<file path="config.mk">
export PLATFORM = sky130hd
export DESIGN_NAME = bf16_seq_divider
export DESIGN_NICKNAME = d
export VERILOG_FILES = /design/src/rtl/bf16_pkg.sv /design/src/rtl/bf16_div_step.sv /design/src/rtl/bf16_seq_divider.sv
export SDC_FILE = /design/constraint.sdc
export NUM_CORES = 1
export LEC_CHECK = 0
export CAP_MARGIN = 25
export CORE_ASPECT_RATIO = 0.9
export CORE_MARGIN = 2
export CORE_UTILIZATION = 40
export CTS_BUF_LIST = sky130_fd_sc_hd__clkbuf_4
export DETAILED_ROUTE_END_ITERATION = 12
export PLACE_DENSITY_LB_ADDON = 0.08
export SLEW_MARGIN = 10
export SYNTH_ARGS = -nofsm -noshare
export SYNTH_HDL_FRONTEND = slang
export SYNTH_HIERARCHICAL = 1
export SYNTH_SLANG_ARGS = --single-unit
</file>
<file path="constraint.sdc">
create_clock -name clk -period 3.95 [get_ports clk]
set_input_delay 0.79 -clock clk [delete_from_list [all_inputs] [get_ports clk]]
set_output_delay 0.79 -clock clk [all_outputs]
set_load 0.02 [all_outputs]
</file>
<file path="src/rtl/bf16_pkg.sv">
// Shared BF16 field widths, exception encodings, divider state enum and operand unpack helper.
package bf16_pkg;

    localparam int EXP_W        = 8;
    localparam int MANT_W       = 7;
    localparam int EXP_BIAS_DEF = 127;

    localparam logic [15:0] QNAN    = 16'h7FC0;
    localparam logic [15:0] POS_INF = 16'h7F80;

    typedef enum logic [1:0] {
        IDLE   = 2'd0,
        DIVIDE = 2'd1,
        NORM   = 2'd2,
        DONE   = 2'd3
    } state_t;

    typedef struct packed {
        logic              sign;
        logic [EXP_W-1:0]  expn;
        logic [MANT_W:0]   mant;   // {hidden 1, fraction}
    } bf16_fields_t;

    function automatic bf16_fields_t bf16_unpack(input logic [15:0] x);
        bf16_fields_t f;
        f.sign = x[15];
        f.expn = x[14:7];
        f.mant = {1'b1, x[6:0]};
        return f;
    endfunction

endpackage

</file>
<file path="src/rtl/bf16_div_step.sv">
// One restoring division step: conditional subtract of the divisor mantissa, then shift left.
module bf16_div_step (
    input  logic [8:0] r,
    input  logic [7:0] mb,
    output logic [8:0] r_next,
    output logic       q_bit
);

    logic [8:0] diff;

    always_comb begin
        q_bit  = (r >= {1'b0, mb});
        diff   = q_bit ? (r - {1'b0, mb}) : r;
        // diff < mb after the restore, so bit 8 is always clear and the shift cannot overflow.
        r_next = {diff[7:0], 1'b0};
    end

endmodule

</file>
<file path="src/rtl/bf16_seq_divider.sv">
// Iterative BF16 divider (Quotient = A / B) with valid/ready handshakes on both sides.
// Optional round-to-nearest-even is enabled by defining BF16_DIV_RNE_EN; otherwise the result truncates.
//
// state  | meaning
// IDLE   | in_ready high; capture operands, detect special cases
// DIVIDE | ITERS_PER_CYCLE restoring steps per clock, 10 quotient bits total
// NORM   | normalise, optionally round, range-check, register Quotient
// DONE   | present Quotient until out_valid && out_ready
module bf16_seq_divider
    import bf16_pkg::*;
#(
    parameter int ITERS_PER_CYCLE = 1,
    parameter int EXP_BIAS        = EXP_BIAS_DEF
) (
    input  logic        clk,
    input  logic        rst,
    input  logic [15:0] A,
    input  logic [15:0] B,
    input  logic        in_valid,
    output logic        in_ready,
    output logic [15:0] Quotient,
    output logic        out_valid,
    input  logic        out_ready
);

    localparam logic [3:0] STEP     = 4'(ITERS_PER_CYCLE);
    localparam logic [3:0] LAST_CNT = 4'(10 - ITERS_PER_CYCLE);

    state_t state, state_nxt;

    logic [7:0] ea_q, eb_q, mb_q;
    logic       sign_q;
    logic [8:0] rem;
    logic [9:0] q;
    logic [3:0] iter_cnt;
    logic       spec_q;
    logic [15:0] spec_res_q;

    bf16_fields_t ua, ub;
    logic a_zero, a_inf, a_nan, b_zero, b_inf, b_nan;
    logic res_sign, is_special;
    logic [15:0] special_res;

    assign ua = bf16_unpack(A);
    assign ub = bf16_unpack(B);

    always_comb begin
        a_zero      = (ua.expn == 8'h00);
        a_inf       = (ua.expn == 8'hFF) && (ua.mant[6:0] == 7'd0);
        a_nan       = (ua.expn == 8'hFF) && (ua.mant[6:0] != 7'd0);
        b_zero      = (ub.expn == 8'h00);
        b_inf       = (ub.expn == 8'hFF) && (ub.mant[6:0] == 7'd0);
        b_nan       = (ub.expn == 8'hFF) && (ub.mant[6:0] != 7'd0);
        res_sign    = ua.sign ^ ub.sign;
        is_special  = 1'b1;
        special_res = QNAN;
        if (a_nan || b_nan || (a_zero && b_zero) || (a_inf && b_inf)) begin
            special_res = QNAN;
        end else if (b_zero || a_inf) begin
            special_res = {res_sign, POS_INF[14:0]};
        end else if (a_zero || b_inf) begin
            special_res = {res_sign, 15'd0};
        end else begin
            is_special = 1'b0;
        end
    end

    // Restoring-step chain; the first step in the chain produces the more significant bit.
    logic [8:0]                 r_chain [0:ITERS_PER_CYCLE];
    logic [ITERS_PER_CYCLE-1:0] q_chain;
    logic [9:0]                 q_new;

    assign r_chain[0] = rem;

    for (genvar i = 0; i < ITERS_PER_CYCLE; i++) begin : g_step
        bf16_div_step u_step (
            .r      (r_chain[i]),
            .mb     (mb_q),
            .r_next (r_chain[i+1]),
            .q_bit  (q_chain[i])
        );
    end

    always_comb begin
        q_new = q;
        for (int i = 0; i < ITERS_PER_CYCLE; i++) begin
            q_new = {q_new[8:0], q_chain[i]};
        end
    end

    logic signed [9:0] exp_pre, exp_adj, exp_fin;
    logic [6:0]        frac, frac_fin;
    logic [15:0]       norm_res;
`ifdef BF16_DIV_RNE_EN
    logic guard, sticky, round_up, carry;
`endif

    always_comb begin
        exp_pre = {2'b00, ea_q} - {2'b00, eb_q} + 10'(EXP_BIAS);
        if (q[9]) begin
            frac    = q[8:2];
            exp_adj = exp_pre;
        end else begin
            frac    = q[7:1];
            exp_adj = exp_pre - 10'sd1;
        end
`ifdef BF16_DIV_RNE_EN
        guard    = q[9] ? q[1] : q[0];
        sticky   = (rem != 9'd0) || (q[9] && q[0]);
        round_up = guard && (sticky || frac[0]);
        {carry, frac_fin} = {1'b0, frac} + {7'd0, round_up};
        exp_fin  = carry ? (exp_adj + 10'sd1) : exp_adj;
`else
        frac_fin = frac;
        exp_fin  = exp_adj;
`endif
        if (exp_fin >= 10'sd255) begin
            norm_res = {sign_q, POS_INF[14:0]};
        end else if (exp_fin <= 10'sd0) begin
            norm_res = {sign_q, 15'd0};
        end else begin
            norm_res = {sign_q, exp_fin[7:0], frac_fin};
        end
    end

    always_ff @(posedge clk) begin
        if (rst) begin
            state <= IDLE;
        end else begin
            state <= state_nxt;
        end
    end

    always_comb begin
        state_nxt = state;
        in_ready  = 1'b0;
        unique case (state)
            IDLE: begin
                in_ready = 1'b1;
                if (in_valid) begin
                    state_nxt = is_special ? NORM : DIVIDE;
                end
            end
            DIVIDE: begin
                if (iter_cnt == LAST_CNT) begin
                    state_nxt = NORM;
                end
            end
            NORM:    state_nxt = DONE;
            DONE: begin
                if (out_valid && out_ready) begin
                    state_nxt = IDLE;
                end
            end
            default: state_nxt = IDLE;
        endcase
    end

    // out_valid comes from a flop that rises one cycle after DONE entry, fixing the
    // handshake-to-valid latency at 10/ITERS_PER_CYCLE + 2 (normal) and 2 (special).
    always_ff @(posedge clk) begin
        if (rst) begin
            ea_q       <= '0;
            eb_q       <= '0;
            mb_q       <= '0;
            sign_q     <= 1'b0;
            rem        <= '0;
            q          <= '0;
            iter_cnt   <= '0;
            spec_q     <= 1'b0;
            spec_res_q <= '0;
            Quotient   <= '0;
            out_valid  <= 1'b0;
        end else begin
            unique case (state)
                IDLE: begin
                    if (in_valid) begin
                        ea_q       <= ua.expn;
                        eb_q       <= ub.expn;
                        mb_q       <= ub.mant;
                        sign_q     <= res_sign;
                        rem        <= {1'b0, ua.mant};
                        q          <= '0;
                        iter_cnt   <= '0;
                        spec_q     <= is_special;
                        spec_res_q <= special_res;
                    end
                end
                DIVIDE: begin
                    rem      <= r_chain[ITERS_PER_CYCLE];
                    q        <= q_new;
                    iter_cnt <= iter_cnt + STEP;
                end
                NORM: begin
                    Quotient <= spec_q ? spec_res_q : norm_res;
                end
                DONE: begin
                    if (!out_valid) begin
                        out_valid <= 1'b1;
                    end else if (out_ready) begin
                        out_valid <= 1'b0;
                    end
                end
                default: ;
            endcase
        end
    end

endmodule

</file>
-- Word level (Yosys, flattened, before mapping)
Index checks and enable logic that the tools add are counted.
- register bits: 84
- output and inout port bits: 18
- word-level logic and storage cells: 79
- add/sub/neg operators: 5
- order comparisons: 3
- equal/unequal tests: 9
- muxes and demuxes: 26
- bitwise operators: 1
- reductions and logical operators: 23
- operators with widths (kind ; count):
    $mux 16 ; 4
    $mux 15 ; 2
    $mux 10 ; 2
    $pmux 10 s2 ; 1
    $pmux 9 s2 ; 1
    $eq 8x8->1 const B ; 2
    $logic_not 8->1 ; 2
    $logic_not 7->1 ; 2
    $reduce_bool 7->1 ; 2
    $add 9x8->10 const B ; 1
    $ge 10x9->1 const B ; 1
    $le 10x1->1 const B ; 1
    $sub 10x2->10 const B ; 1
    $ge 9x8->1 ; 1
    $mux 9 ; 1
    $sub 8x8->9 ; 1
    $mux 2 ; 4
    $mux 8 ; 1
    $pmux 2 s4 ; 1
    $pmux 4 s2 ; 1
    $sub 8x8->8 ; 1
    $logic_and 1x1->1 ; 7
    $mux 7 ; 1
    $mux 1 ; 6
    other kinds (12) ; 20

-- Logic depth before layout (Yosys ltp)
- depth after elaboration: 9
- depth in mapped cells: 17
- depth with buffers taken out: 15

-- Hierarchy
The synthesis kept the hierarchy.
- modules (own cells, without submodules) (module ; times used ; cells each ; area an instance (µm²) ; seq. area each (µm²)):
    bf16_seq_divider ; 1 ; 493 ; 3961.3 ; 1421.4
    bf16_div_step ; 1 ; 71 ; 531.8 ; 0.0

-- Worst setup path after synthesis
OpenSTA, ideal clock, no wires.
- path kind: reg-to-reg
- start: reg ea_q[0]
- end: reg Quotient[6]
- library setup time: 0.142 ns
- arrival time: 3.391 ns
- slack: 0.417 ns
- stages on the path, launching flop included: 15
- buffers on the path: 1
- period minus slack after synthesis: 3.533 ns
- cells stage by stage: dfxtp_1 inv_1 ha_1 inv_1 fa_1 inv_1 ha_1 clkbuf_1 xnor2_1 a32o_1 xnor2_1 inv_1 or4b_2 a2111oi_4 o22ai_1
- word-level cells in the longest chain between the ends: 8
- elaborated cells on any way between the ends: 9
- RTL lines (element ; RTL line ; source):
    from (decl) ; bf16_seq_divider.sv:31 ; logic [7:0] ea_q, eb_q, mb_q;
    from (signal assigned) ; bf16_seq_divider.sv:178 ; ea_q <= ua.expn;
    $sub 8x8->9 * ; bf16_seq_divider.sv:99 ; exp_pre = {2'b00, ea_q} - {2'b00, eb_q} + 10'(EXP_BIAS);
    $add 9x8->10 * ; bf16_seq_divider.sv:99 ;
    $sub 10x2->10 ; bf16_seq_divider.sv:105 ; exp_adj = exp_pre - 10'sd1;
    $mux 10 * ; bf16_seq_divider.sv:100 ; if (q[9]) begin
    $le 10x1->1 ; bf16_seq_divider.sv:119 ; end else if (exp_fin <= 10'sd0) begin
    $mux 15 ; bf16_seq_divider.sv:119 ;
    $mux 15 * ; bf16_seq_divider.sv:117 ; if (exp_fin >= 10'sd255) begin
    $mux 16 * ; bf16_seq_divider.sv:195 ; Quotient <= spec_q ? spec_res_q : norm_res;
    to (signal assigned) ; bf16_seq_divider.sv:195 ;
    to (decl) ; bf16_seq_divider.sv:21 ; output logic [15:0] Quotient,
Mark *: on every way between the ends. The rest lies on a longest branch, timed or not.
A chain may end at the register's enable or synchronous reset.

-- Worst setup path in the final report
- start: reg eb_q[0]
- end: reg Quotient[5]
- word-level cells in the longest chain between the ends: 8
- elaborated cells on any way between the ends: 9
- RTL lines (element ; RTL line ; source):
    from (decl) ; bf16_seq_divider.sv:31 ;
    from (signal assigned) ; bf16_seq_divider.sv:179 ; eb_q <= ub.expn;
    $sub 8x8->9 * ; bf16_seq_divider.sv:99 ;
    $add 9x8->10 * ; bf16_seq_divider.sv:99 ;
    $sub 10x2->10 ; bf16_seq_divider.sv:105 ;
    $mux 10 * ; bf16_seq_divider.sv:100 ;
    $le 10x1->1 ; bf16_seq_divider.sv:119 ;
    $mux 15 ; bf16_seq_divider.sv:119 ;
    $mux 15 * ; bf16_seq_divider.sv:117 ;
    $mux 16 * ; bf16_seq_divider.sv:195 ;
Marks and branches as above.

==> metrics.md <==
| Metric | Value |
|---|---|
| Initial antenna violation count | `0` |
| H-tree Lvls | `3` |
| Pre-CTS WS | `0.137 ns` |
| Commonest non-fill, non-tap cell in the layout | `nand2_1` |
| Yosys top cell area share | `31.6%` |
| Hold buffers post-CTS | `0` |
| Post-Synth XOR/XNOR Area | `4.26%` |
| Routed WL | `11200 um` |
| Fin cells | `766` |
| Final worst path period need | `3.64 ns` |
| Inst Count DP | `748` |
| Sequential share of the synthesized area | `31.6%` |
| Port buffer count | `53` |
| Synthesized Nets | `626` |
| Sequential Area | `1420 um^2` |
| Fillers | `1113` |
| Complex-gate fraction of the synthesized area | `23.8%` |
| # diodes | `0` |
| Async SR Flop Fraction | `0%` |
| WP data required | `4.29 ns` |
| Final Instance Area | `5330 um^2` |
| Crit path max fanout | `9` |
| Fin. max-slew vios | `0` |
| DR vias/cell | `5.29` |
| Die width | `116 um` |
| Largest family of logic cells by synthesized area | `compound AO/OA/AOI/OAI gates` |
| Startpoint types | `flop` |
| Tot Pwr | `4.19 mW` |
| Critical Path AT | `3.98 ns` |
| Hold Path Class | `reg2reg` |
| Dominant synthesized flop cell | `dfxtp_1` |
| Critical setup path kind | `reg2reg` |
| Hold path cells | `2` |
| Crit-path slowest cell | `nor2_1` |
| Synth warn | `6` |
| Initial Utilization | `41.2%` |
| DR pass1 iterations | `4` |
| Pwr Density | `785 nW/um^2` |
| Final hold slack | `0.462 ns` |
| Rows | `36` |
| Hpwl dp | `8210 um` |
| Largest net degree at the start of global routing | `59` |
| Global-route wire length before repair | `18500 um` |
| Nets | `671` |
| TritonCTS Buffers | `9` |
| Synth area leaders | `dfxtp_1 (32%), nand2_1 (7.0%), ha_1 (6.7%), nor2_1 (4.8%), a21oi_1 (4.6%)` |
| Max Buffers Root-to-Sink | `2` |
| Drt wl/cell | `14.6 um` |
| Gpl congestion | `0.871` |
| Starting DRC count in detailed routing | `160` |
| Cells along the critical path | `ha_1, inv_1, fa_1, a211oi_2, nor2_1, nor2_1, nor3_2, o2bb2ai_1, o211a_1, xor2_1, mux2i_1, a2111oi_4, buf_4, o31ai_1` |
| GRT Total Usage | `19.0%` |
| Endpoint type of the worst setup path | `flop` |
| Share of layout cells above drive strength 1 | `9.28%` |
| Peak VDD IR | `295 uV` |
| Synthesized cell area | `4490 um^2` |
| Fmax | `275 MHz` |
| Max-slew headroom | `35.5%` |
| Worst Tran Pin Value | `0.965 ns` |
| Library cells used by synthesis | `73` |
| Max Cap Viol | `0` |
| Mapped Cells | `564` |
| Clock skew | `0.0209 ns` |
| Status | `finished, final reports clean` |
| Syn-to-layout area delta | `18.7%` |
| CTS clock-pin slew for the worst setup and hold paths | `0.12 ns` |
| Placed instance area | `5130 um^2` |
| Synth Area in Adders | `7.57%` |
| Final period util | `92.2%` |
| Mean Syn Cell Area | `7.97 um^2` |
| Clk_lat worst skew | `0.42 ns` |
| Die Span Y | `105 um` |
| Simple-gate area share of the yosys netlist | `21.3%` |
| Seq cells post-synth | `71` |
| CTS tree | `built` |
| Critical Path Max Stage Delay | `0.57 ns` |
| Commonest non-fill, non-tap cells in the layout | `nand2_1 (84), dfxtp_1 (71), nor2_1 (57)` |
| Io pins | `54` |
| Final setup fails | `0` |
| Multiplexer area fraction after synthesis | `6.10%` |
| Crit path top cell by count | `nor2_1` |
| Vias | `4055` |
| Lkg Pwr | `1.96 nW` |
| Slack of the critical path | `0.308 ns` |
| Number of flops mapped to enable cells by yosys | `0` |
| Antenna Nets Post-Route | `0` |
| Residual DRC count | `0` |
| Vias in the first global route | `3850` |
| Global route overflow | `0` |
| Hold Vio Cnt, Final | `0` |
| Core ar. | `10900 um^2` |
| Multi-input gate area | `2870 um^2` |
| Clock Sinks | `71` |
| R2r worst-path depth | `14` |
| Root buf cell | `clkbuf_4` |
| Die area | `12100 um^2` |
| Leading area contributor after synthesis | `dfxtp_1` |
## timing repair
| item | in CTS | in global routing |
|---|---|---|
| resized for setup | 0 | 4 |
| setup endpoints to repair | 0 | 14 |
| buffers inserted | 0 | 1 |
## cells in the mapped netlist, drive strengths merged, types with 6 or more instances
cell type  number
a21oi          44
o31ai           7
clkbuf         18
nor4            9
mux2           11
xnor2          14
nand2          84
nand3           9
ha             24
nor3           12
nand2b          7
o21ai          26
nor2           58
and3            6
inv            33
dfxtp          71
xor2            7
nor2b           7
mux2i          15
buf             7
a22oi          19
a211oi         14
## worst paths after layout
kind                            slack, ns     endpoint     from
worst max-delay path                 0.31  Quotient[5]  eb_q[0]
worst min-delay path                 0.46      eb_q[2]  eb_q[2]
worst max register to register       0.31  Quotient[5]  eb_q[0]
worst min register to register       0.46      eb_q[2]  eb_q[2]
## worst max-delay path: cells and delay by family, from the launching register on
| kind | cells | cell delay, ns |
|---|---|---|
| XOR/XNOR | 1 | 0.17 |
| AND/OR/NAND/NOR | 3 | 0.84 |
| adder cells (fa/ha/maj) | 2 | 0.60 |
| multiplexers | 1 | 0.35 |
| flip-flops | 1 | 0.35 |
| AO/OA/AOI/OAI | 5 | 1.02 |
| buffers and inverters | 2 | 0.23 |
## logic make-up after synthesis
kind of cell,Yosys count
simple gates,210
compound gates,151
flops,71
buf+inv,58
fa+ha+maj,26
mux,26
xor+xnor,21
other cells,1
## layer usage
layer	wire (um)	up-vias	global-route usage [%]
li1	-	2100	-
met1	5680	1888	26.2
met2	5030	65	30.2
met3	415	2	4.47
met4	40	0	4.51
met5	0	-	0
## metrics by stage
step | setup TNS [ns] | util (%)
finish | 0 | 48.9
CTS | 0 | 48.5
detailed placement | 0 | 47.1
global placement | 0 | 47.1
floorplan | 0 | -
global route | -0.0364 | 48.9
## cell type report
| cell class | count | area share (%) |
|---|---|---|
| Tap cell | 152 | 3.57 |
| Clock buffer | 10 | 1.41 |
| Timing Repair Buffer | 59 | 10.7 |
| Clock inverter | 6 | 1.60 |
| Multi-Input combinational cell | 435 | 53.7 |
| Sequential cell | 71 | 26.7 |
| Inverter | 33 | 2.32 |
## registers in the layout, indices dropped and copies added (netlist names)
name and flops:
Quotient 16, ea_q 8, eb_q 8, iter_cnt 4
mb_q 8, out_valid 1, q 10, rem 9
sign_q 1, spec_q 1, spec_res_q 3, state 2
## report_power, final
group	total (mW)	switching, mW	internal (mW)	leakage, nW
clock network	0.527	0.265	0.262	0.0840
registers	0.945	0.0927	0.852	0.580
logic	2.71	1.62	1.10	1.30
total	4.19	1.98	2.21	1.96
Note: power is estimated with default switching activity, not from simulation.
